===== config.mk =====
export PLATFORM = sky130hd
export DESIGN_NAME = object_spawn_scheduler
export DESIGN_NICKNAME = d
export VERILOG_FILES = /design/src/rtl/object_spawn_scheduler.sv
export SDC_FILE = /design/constraint.sdc
export NUM_CORES = 1
export LEC_CHECK = 0
export BUFFER_PORTS_ARGS = -buffer_cell sky130_fd_sc_hd__buf_2
export CAP_MARGIN = 20
export CORE_ASPECT_RATIO = 1.1
export CORE_MARGIN = 5
export CORE_UTILIZATION = 50
export DETAILED_ROUTE_END_ITERATION = 7
export PLACE_DENSITY = 0.91
export SLEW_MARGIN = 20
export SYNTH_ARGS = -nofsm -noshare
export SYNTH_HDL_FRONTEND = slang
export SYNTH_SLANG_ARGS = --single-unit
export TNS_END_PERCENT = 1

===== constraint.sdc =====
create_clock -name clk -period 10.9 [get_ports clk]
set_input_delay 1.635 -clock clk [delete_from_list [all_inputs] [get_ports clk]]
set_output_delay 1.635 -clock clk [all_outputs]
set_load 0.01 [all_outputs]

===== src/rtl/object_spawn_scheduler.sv =====
// Arbitrates attack/platform spawn requests round-robin, allocates the lowest free
// collider slot, delivers the descriptor over a valid/ready load, and tracks occupancy.
module object_spawn_scheduler #(
  parameter int SLOTS  = 30,
  parameter int SLOT_W = 5,
  parameter int DATA_W = 48
) (
  input  logic              clk,
  input  logic              clk_reset,
  input  logic              stage_clear,
  input  logic              atk_req,
  input  logic [DATA_W-1:0] atk_data,
  output logic              atk_ack,
  input  logic              plt_req,
  input  logic [DATA_W-1:0] plt_data,
  output logic              plt_ack,
  input  logic [SLOTS-1:0]  slot_release,
  output logic              load_valid,
  output logic [SLOT_W-1:0] load_slot,
  output logic [DATA_W-1:0] load_data,
  input  logic              load_ready,
  output logic [SLOTS-1:0]  busy_map,
  output logic [SLOT_W:0]   active_count,
  output logic              pool_full
);

  typedef enum logic {IDLE, LOAD} state_t;
  typedef enum logic {SRC_ATK, SRC_PLT} src_t;

  state_t              state, state_next;
  src_t                last_grant, last_grant_next;
  logic [SLOTS-1:0]    busy_next;
  logic [SLOTS-1:0]    alloc_onehot;
  logic [SLOT_W-1:0]   free_idx;
  logic                grant_atk, grant_plt;
  logic                load_valid_next;
  logic [SLOT_W-1:0]   load_slot_next;
  logic [DATA_W-1:0]   load_data_next;

  function automatic logic [SLOT_W-1:0] lowest_free(input logic [SLOTS-1:0] map);
    logic [SLOT_W-1:0] idx;
    idx = '0;
    for (int i = SLOTS - 1; i >= 0; i--) begin
      if (!map[i]) idx = SLOT_W'(i);
    end
    return idx;
  endfunction

  function automatic logic [SLOT_W:0] popcount(input logic [SLOTS-1:0] map);
    logic [SLOT_W:0] cnt;
    cnt = '0;
    for (int i = 0; i < SLOTS; i++) begin
      cnt = cnt + (SLOT_W+1)'(map[i]);
    end
    return cnt;
  endfunction

  // Free index uses the registered map, so a release only frees capacity next cycle.
  assign free_idx = lowest_free(busy_map);

  always_comb begin
    state_next      = state;
    last_grant_next = last_grant;
    grant_atk       = 1'b0;
    grant_plt       = 1'b0;
    alloc_onehot    = '0;
    load_valid_next = load_valid;
    load_slot_next  = load_slot;
    load_data_next  = load_data;
    busy_next       = busy_map & ~slot_release;

    if (stage_clear) begin
      state_next      = IDLE;
      load_valid_next = 1'b0;
      busy_next       = '0;
    end else begin
      case (state)
        IDLE: begin
          if (!pool_full) begin
            if (atk_req && plt_req) begin
              grant_atk = (last_grant == SRC_PLT);
              grant_plt = (last_grant == SRC_ATK);
            end else begin
              grant_atk = atk_req;
              grant_plt = plt_req;
            end
          end
          if (grant_atk || grant_plt) begin
            alloc_onehot    = {{(SLOTS-1){1'b0}}, 1'b1} << free_idx;
            busy_next       = busy_next | alloc_onehot;
            load_slot_next  = free_idx;
            load_data_next  = grant_atk ? atk_data : plt_data;
            load_valid_next = 1'b1;
            last_grant_next = grant_atk ? SRC_ATK : SRC_PLT;
            state_next      = LOAD;
          end
        end
        LOAD: begin
          if (load_ready) begin
            load_valid_next = 1'b0;
            state_next      = IDLE;
          end
        end
        default: begin
          state_next      = IDLE;
          load_valid_next = 1'b0;
        end
      endcase
    end
  end

  // Count and full flag are derived from busy_next so they register with the map.
  always_ff @(posedge clk or negedge clk_reset) begin
    if (!clk_reset) begin
      state        <= IDLE;
      last_grant   <= SRC_PLT;
      busy_map     <= '0;
      active_count <= '0;
      pool_full    <= 1'b0;
      atk_ack      <= 1'b0;
      plt_ack      <= 1'b0;
      load_valid   <= 1'b0;
      load_slot    <= '0;
      load_data    <= '0;
    end else begin
      state        <= state_next;
      last_grant   <= last_grant_next;
      busy_map     <= busy_next;
      active_count <= popcount(busy_next);
      pool_full    <= &busy_next;
      atk_ack      <= grant_atk;
      plt_ack      <= grant_plt;
      load_valid   <= load_valid_next;
      load_slot    <= load_slot_next;
      load_data    <= load_data_next;
    end
  end

endmodule


==> impl_metrics.py, run 1 <==
metrics = {
    "status": {
        "status": "completed",
    },
    "grt": {
        "grt_pass1_vias": 5590,
        "grt_overflow_total": 0,
        "track_usage": 0.2707,
        "antenna_found_initial": 2,
        "grt_pass1_wl_mm": 28.64,
        "grt_max_degree": 103,
    },
    "min_path": {
        "hp-class": "register to register",
        "hold-path-cell-count": 1,
    },
    "yosys": {
        "ys_async_sr_fraction": 1.000,
        "synthTopCellsByArea": "dfrtp_1 42%, mux2i_1 8.6%, fa_1 7.9%, nor2_1 5.4%, a21oi_1 5.3%",
        "synth_cell_types": 58,
        "synth_area_per_cell_um2": 9.644,
        "ys_seq_elements": 95,
        "synth_ff_type": "dfrtp_1",
        "synth_top_area_share": 0.4212,
        "syn_inst": 579,
        "synth-edff-count": 0,
        "yosysTopAreaCell": "dfrtp_1",
        "syn-cell-area_um2": 5584,
        "synth_nets": 742,
        "ys_warn_count": 0,
        "seq_area_frac_synth": 0.4259,
    },
    "timing": {
        "tns_ps": 0,
        "min_period_ps": 7129,
        "finClkSkew_ps": 10.39,
        "grt_setup_unrepaired": "no",
        "finalSetupViolations": 0,
        "fmax_mhz": 140.3,
        "slew_violations": 0,
        "maxSlewHeadroom": 0.3640,
        "period_share": 0.6540,
        "finalHoldViolations": 0,
        "whs_ps": 503.4,
        "worst_pin_slew_ps": 954.0,
    },
    "flow_run": {
        "maxCapViolCount": 0,
    },
    "clock_network": {
        "post_cts_buffers": 0,
        "numCtsBuffers": 9,
        "htree_num_levels": 3,
        "cts_resized": 0,
        "clk_latency_ps": 350,
        "cts_tree": "done",
        "cts_root_buf": "clkbuf_16",
        "clk_pin_slew_worst_paths_ps": 70,
        "cts_hold_buf": 0,
        "clock_path_buffers": 2,
        "cts.sinks": 95,
    },
    "critical_path": {
        "worstPathRequired_ps": 11130,
        "end_kind": "register",
        "crit_cells": 24,
        "crit_path_top_delay_cell": "fa_1",
        "worst-setup-path-type": "input pin to register",
        "cp-start-kind": "input pin",
        "cpMostUsedCell": "fa_1",
        "cp_num_buf_inv": 7,
        "critical_path_arrival_ps": 7360,
        "path_delay_family": "adder cells",
        "slowest_delay_ps": 530,
        "worstRegToRegCells": 22,
        "cp_cell_sequence": "buf_2 -> nor2_1 -> nor3_1 -> nand4_1 -> inv_1 -> o2111ai_1 -> and2_1 -> or2_2 -> fa_1 -> fa_1 -> inv_1 -> fa_1 -> inv_1 -> fa_1 -> fa_1 -> inv_1 -> fa_1 -> ha_1 -> inv_1 -> fa_1 -> inv_1 -> a21o_1 -> a21oi_1 -> xnor2_1",
        "path_max_fanout": 3,
    },
    "final_layout": {
        "layout_common_cells": "223 x buf_2, 94 x dfrtp_1, 81 x nor2_1",
        "finalNetCount": 957,
        "layout-drive-gt1-share": 0.3292,
        "mostFrequentLayoutCell": "buf_2",
        "area_growth_pct": 28.77,
    },
    "placed_design": {
        "routabilityCongestion": 1.012,
        "portBuffers": 224,
        "dp_hpwl_mm": 14.64,
    },
    "drt": {
        "drc": 0,
        "drt_iter0_markers": 730,
        "ant_nets": 0,
        "drt-pass1-iter-count": 6,
        "vias": 5541,
        "vias_per_cell": 5.845,
        "wl_per_cell_um": 19.82,
        "wirelength_mm": 18.79,
    },
    "floorplan": {
        "die_area_um2": 13380,
        "die_w_um": 110.8,
        "fp.dieH_um": 120.8,
        "initial_utilization": 0.5118,
        "row_count": 40,
        "pin_count": 225,
        "core-area_um2": 10910,
    },
    "pwr": {
        "ir_drop_uv": 66.84,
        "p_leak_nw": 3.745,
        "powerDensity_nw_per_um2": 132.6,
    },
}
[area by class of cell]
type / count / area (um^2)
multi-input combinational: 392 / 2869
clock inverter: 5 / 85.08
antenna: 2 / 5.005
timing repair buffer: 230 / 1169
inverter: 66 / 247.7
tap: 147 / 183.9
sequential: 95 / 2379
clock buffer: 11 / 252.7
fill: 918 / 3720
[sequential cells by signal, summed over array words and instances, names as in the netlist]
register / flops
active_count: 6
atk_ack: 1
busy_map: 30
last_grant: 1
load_data: 48
load_slot: 5
load_valid: 1
plt_ack: 1
pool_full: 1
state: 1
[power breakdown]
part | leakage, nW | internal, mW | switching (mW)
clock network | 0.163 | 0.215 | 0.139
registers | 1.17 | 0.392 | 0.0213
logic | 2.41 | 0.0804 | 0.106
[cells by family (layout without fill, tap and decap cells)]
group	count (synthesis)	after routing	synth area share
and+or+nand+nor	176	176	0.1584
AOI/OAI and AO/OA	131	131	0.1573
DFF	95	95	0.4259
buffers and inverters	92	312	0.06251
muxes	51	51	0.09209
adders and majority gates	31	31	0.09904
xor gates and xnor gates	3	3	0.004706
other	0	2	0
[cells in the mapped netlist, types with 5 or more instances]
master     n
a211oi_1   7
a21boi_0   6
a21oi_1   59
a32oi_1   15
clkbuf_1  19
dfrtp_1   94
fa_1      22
ha_1       9
inv_1     66
mux2i_1   48
nand2_1   18
nand2b_1  14
nand3_1    6
nand4_1   13
nor2_1    81
nor2b_1    5
nor3_1     5
o21ai_0    7
or3_1      5
[worst paths after layout]
kind / slack, ps / startpoint / end
setup / recovery: 3770 / atk_req / active_count[4]
hold / removal: 500 / load_slot[3] / load_slot[3]
setup reg to reg: 4080 / busy_map[18] / active_count[4]
hold reg to reg: 500 / load_slot[3] / load_slot[3]
max in group asynchronous: 8550 / clk_reset / busy_map[24]
min in group asynchronous: 1270 / clk_reset / load_data[5]
[through the flow]
stage,utilization,cells,area [um^2],power [mW],worst slack [ps]
2_1_floorplan,-,579,5584,0.5116,3977
3_3_place_gp,0.6276,930,6848,0.5964,3620
3_5_place_dp,0.6276,930,6848,0.6053,3468
4_1_cts,0.6586,946,7186,0.9574,3815
5_1_grt,0.6588,947,7188,0.9921,3467
6_report,0.6591,948,7191,0.9537,3771
[per-layer routing]
| layer | global-route usage | wire length (um) | up-vias |
|---|---|---|---|
| li1 | - | - | 2468 |
| met1 | 0.2996 | 6522 | 2605 |
| met2 | 0.4772 | 9567 | 363 |
| met3 | 0.06557 | 1630 | 103 |
| met4 | 0.1517 | 1058 | 2 |
| met5 | 0 | 13 | - |
Power figures use the tool's default switching activity.
==> run 2, diff against run 1 <==
CORE_UTILIZATION = 49   (was 50)
PLACE_DENSITY = 0.9   (was 0.91)
clock period = 6.7 ns   (was 10.9 ns; I/O delays follow)
==> run 2 against run 1 <==
Net effect:
- non-clock buffer count is 12 higher
- cell area is 0.90% higher
- critical path type is now register to register
- hold slack better by 8.5 ps
- cell count is 1.5% higher
- critical endpoint unchanged
- die area is 1.9% higher
- sequential power is 62% higher
==> impl_metrics.py, run 2 (synthesis results as in run 1) <==
metrics = {
    "grt": {
        "grt_pass1_wl_mm": 27.95,
        "antenna_found_initial": 2,
        "grt_max_degree": 105,
        "grt_overflow_total": 0,
        "track_usage": 0.2637,
        "grt_pass1_vias": 5370,
    },
    "drt": {
        "drt-pass1-iter-count": 7,
        "wirelength_mm": 18.39,
        "vias": 5472,
        "wl_per_cell_um": 19.11,
        "drc": 0,
        "ant_nets": 0,
        "drt_iter0_markers": 763,
        "vias_per_cell": 5.688,
    },
    "final_layout": {
        "largest_reg_flops": 48,
        "layout_common_cells": "223 x buf_2, 94 x dfrtp_1, 81 x nor2_1",
        "num-fill-cells": 962,
        "layout-drive-gt1-share": 0.3391,
        "register_area_um2": 2379,
        "fin_util": 0.6400,
        "area_growth_pct": 29.94,
        "finalNetCount": 969,
        "mostFrequentLayoutCell": "buf_2",
        "stdcell_count": 962,
        "multi_input_area_um2": 2869,
        "top_register": "load_data",
        "reg_top3": "load_data (48), busy_map (30), active_count (6)",
    },
    "clock_network": {
        "cts.sinks": 95,
        "cts_root_buf": "clkbuf_16",
        "clock_path_buffers": 2,
        "clk_latency_ps": 350,
        "cts_tree": "done",
        "post_cts_buffers": 0,
        "htree_num_levels": 3,
        "numCtsBuffers": 9,
        "cts_resized": 0,
        "clk_pin_slew_worst_paths_ps": 70,
        "cts_hold_buf": 0,
    },
    "timing": {
        "whs_ps": 511.9,
        "min_period_ps": 6445,
        "maxSlewHeadroom": 0.3629,
        "finalSetupViolations": 0,
        "grt_setup_unrepaired": "no",
        "finalHoldViolations": 0,
        "worst_pin_slew_ps": 955.6,
        "fmax_mhz": 155.2,
        "slew_violations": 0,
        "finClkSkew_ps": 8.816,
        "tns_ps": 0,
        "period_share": 0.9619,
    },
    "pwr": {
        "p_int_mw": 1.066,
        "pwr-share-comb": 0.199,
        "p_switching_uw": 443.6,
        "p_seq_frac": 0.444,
        "ir_drop_uv": 113.8,
        "netSwitchingFraction": 0.2938,
        "p_leak_nw": 3.794,
        "powerDensity_nw_per_um2": 208.0,
        "total_power_mw": 1.510,
        "p_clk_frac": 0.358,
    },
    "floorplan": {
        "row_count": 41,
        "core-area_um2": 11340,
        "die_area_um2": 13630,
        "pin_count": 225,
        "fp.dieH_um": 122.0,
        "die_w_um": 111.8,
        "initial_utilization": 0.4926,
    },
    "min_path": {
        "worstHoldStart": "load_slot[1]",
        "hp-class": "register to register",
    },
    "critical_path": {
        "timing.rr.start": "busy_map[11]",
        "end_kind": "register",
        "path_max_fanout": 7,
        "critical_path_arrival_ps": 6690,
        "cp-start-kind": "register",
        "startpoint": "busy_map[11]",
        "worst-setup-path-type": "register to register",
        "worstPathRequired_ps": 6940,
    },
    "placed_design": {
        "dp.cells": 945,
        "routabilityCongestion": 1.012,
        "portBuffers": 224,
        "dp_hpwl_mm": 14.52,
    },
    "flow_run": {
        "maxCapViolCount": 0,
    },
    "status": {
        "status": "completed",
    },
}
[run 2: changes by cell type in the layout (fill, tap and decap cells not counted)]
| cell | change |
|---|---|
| buf_4 | +12 |
| clkbuf_8 | -2 |
| clkinv_4 | +2 |
| inv_8 | +2 |
| bufinv_16 | -1 |
| diode_2 | -1 |
| inv_6 | -1 |
[run 2: worst max-delay path, cell delays in order, from the launching register on]
cell	delay, ps
dfrtp_1	490
nand4_1	260
a21oi_1	320
a21oi_2	170
nor2_1	560
a41oi_1	290
nor2_1	260
fa_1	440
inv_1	100
fa_1	440
fa_1	510
fa_1	450
fa_1	490
inv_1	50
fa_1	480
ha_1	160
inv_1	60
fa_1	450
inv_1	70
a21o_1	100
a21oi_1	70
xnor2_1	120
[run 2: through the flow]
step | cell area (um^2) | setup slack, ps
final | 7256 | 255.2
after global routing | 7256 | 11.74
after CTS | 7248 | 299.7
after detailed placement | 6937 | -16.14
after global placement | 6937 | 75.26
after floorplan | 5584 | 406.9
[run 2: final cells by class]
cell class | count | area share
clock buffer | 9 | 0.03104
sequential | 95 | 0.3278
tap | 150 | 0.02587
timing repair buffer | 242 | 0.1735
clock inverter | 7 | 0.01190
multi-input combinational | 392 | 0.3954
inverter | 66 | 0.03414
antenna | 1 | 0.0003449
[run 2: routing by layer]
metal  vias up  GRT usage  part of all wire
li1       2482          -                 -
met1      2556     0.3040              0.36
met2       346     0.4501              0.49
met3        86    0.05912             0.089
met4         2     0.1574             0.055
met5         -          0           0.00071
[run 2: path summary, 6_finish.rpt]
check                      depth (start not counted)               to  slack, ps
setup / recovery                                  21  active_count[4]        260
hold / removal                                     1     load_slot[1]        510
setup reg to reg                                  21  active_count[4]        260
hold reg to reg                                    1     load_slot[1]        510
max in group asynchronous                          2    load_data[26]       4970
min in group asynchronous                          1     load_data[5]        640
[run 2: power by group through the flow]
stage	Sequential [mW]	Clock, mW	Combinational (mW)
floorplan	0.710	0	0.122
global placement	0.677	0	0.294
detailed placement	0.680	0	0.302
CTS	0.669	0.548	0.303
global route	0.678	0.570	0.330
finish	0.670	0.540	0.300
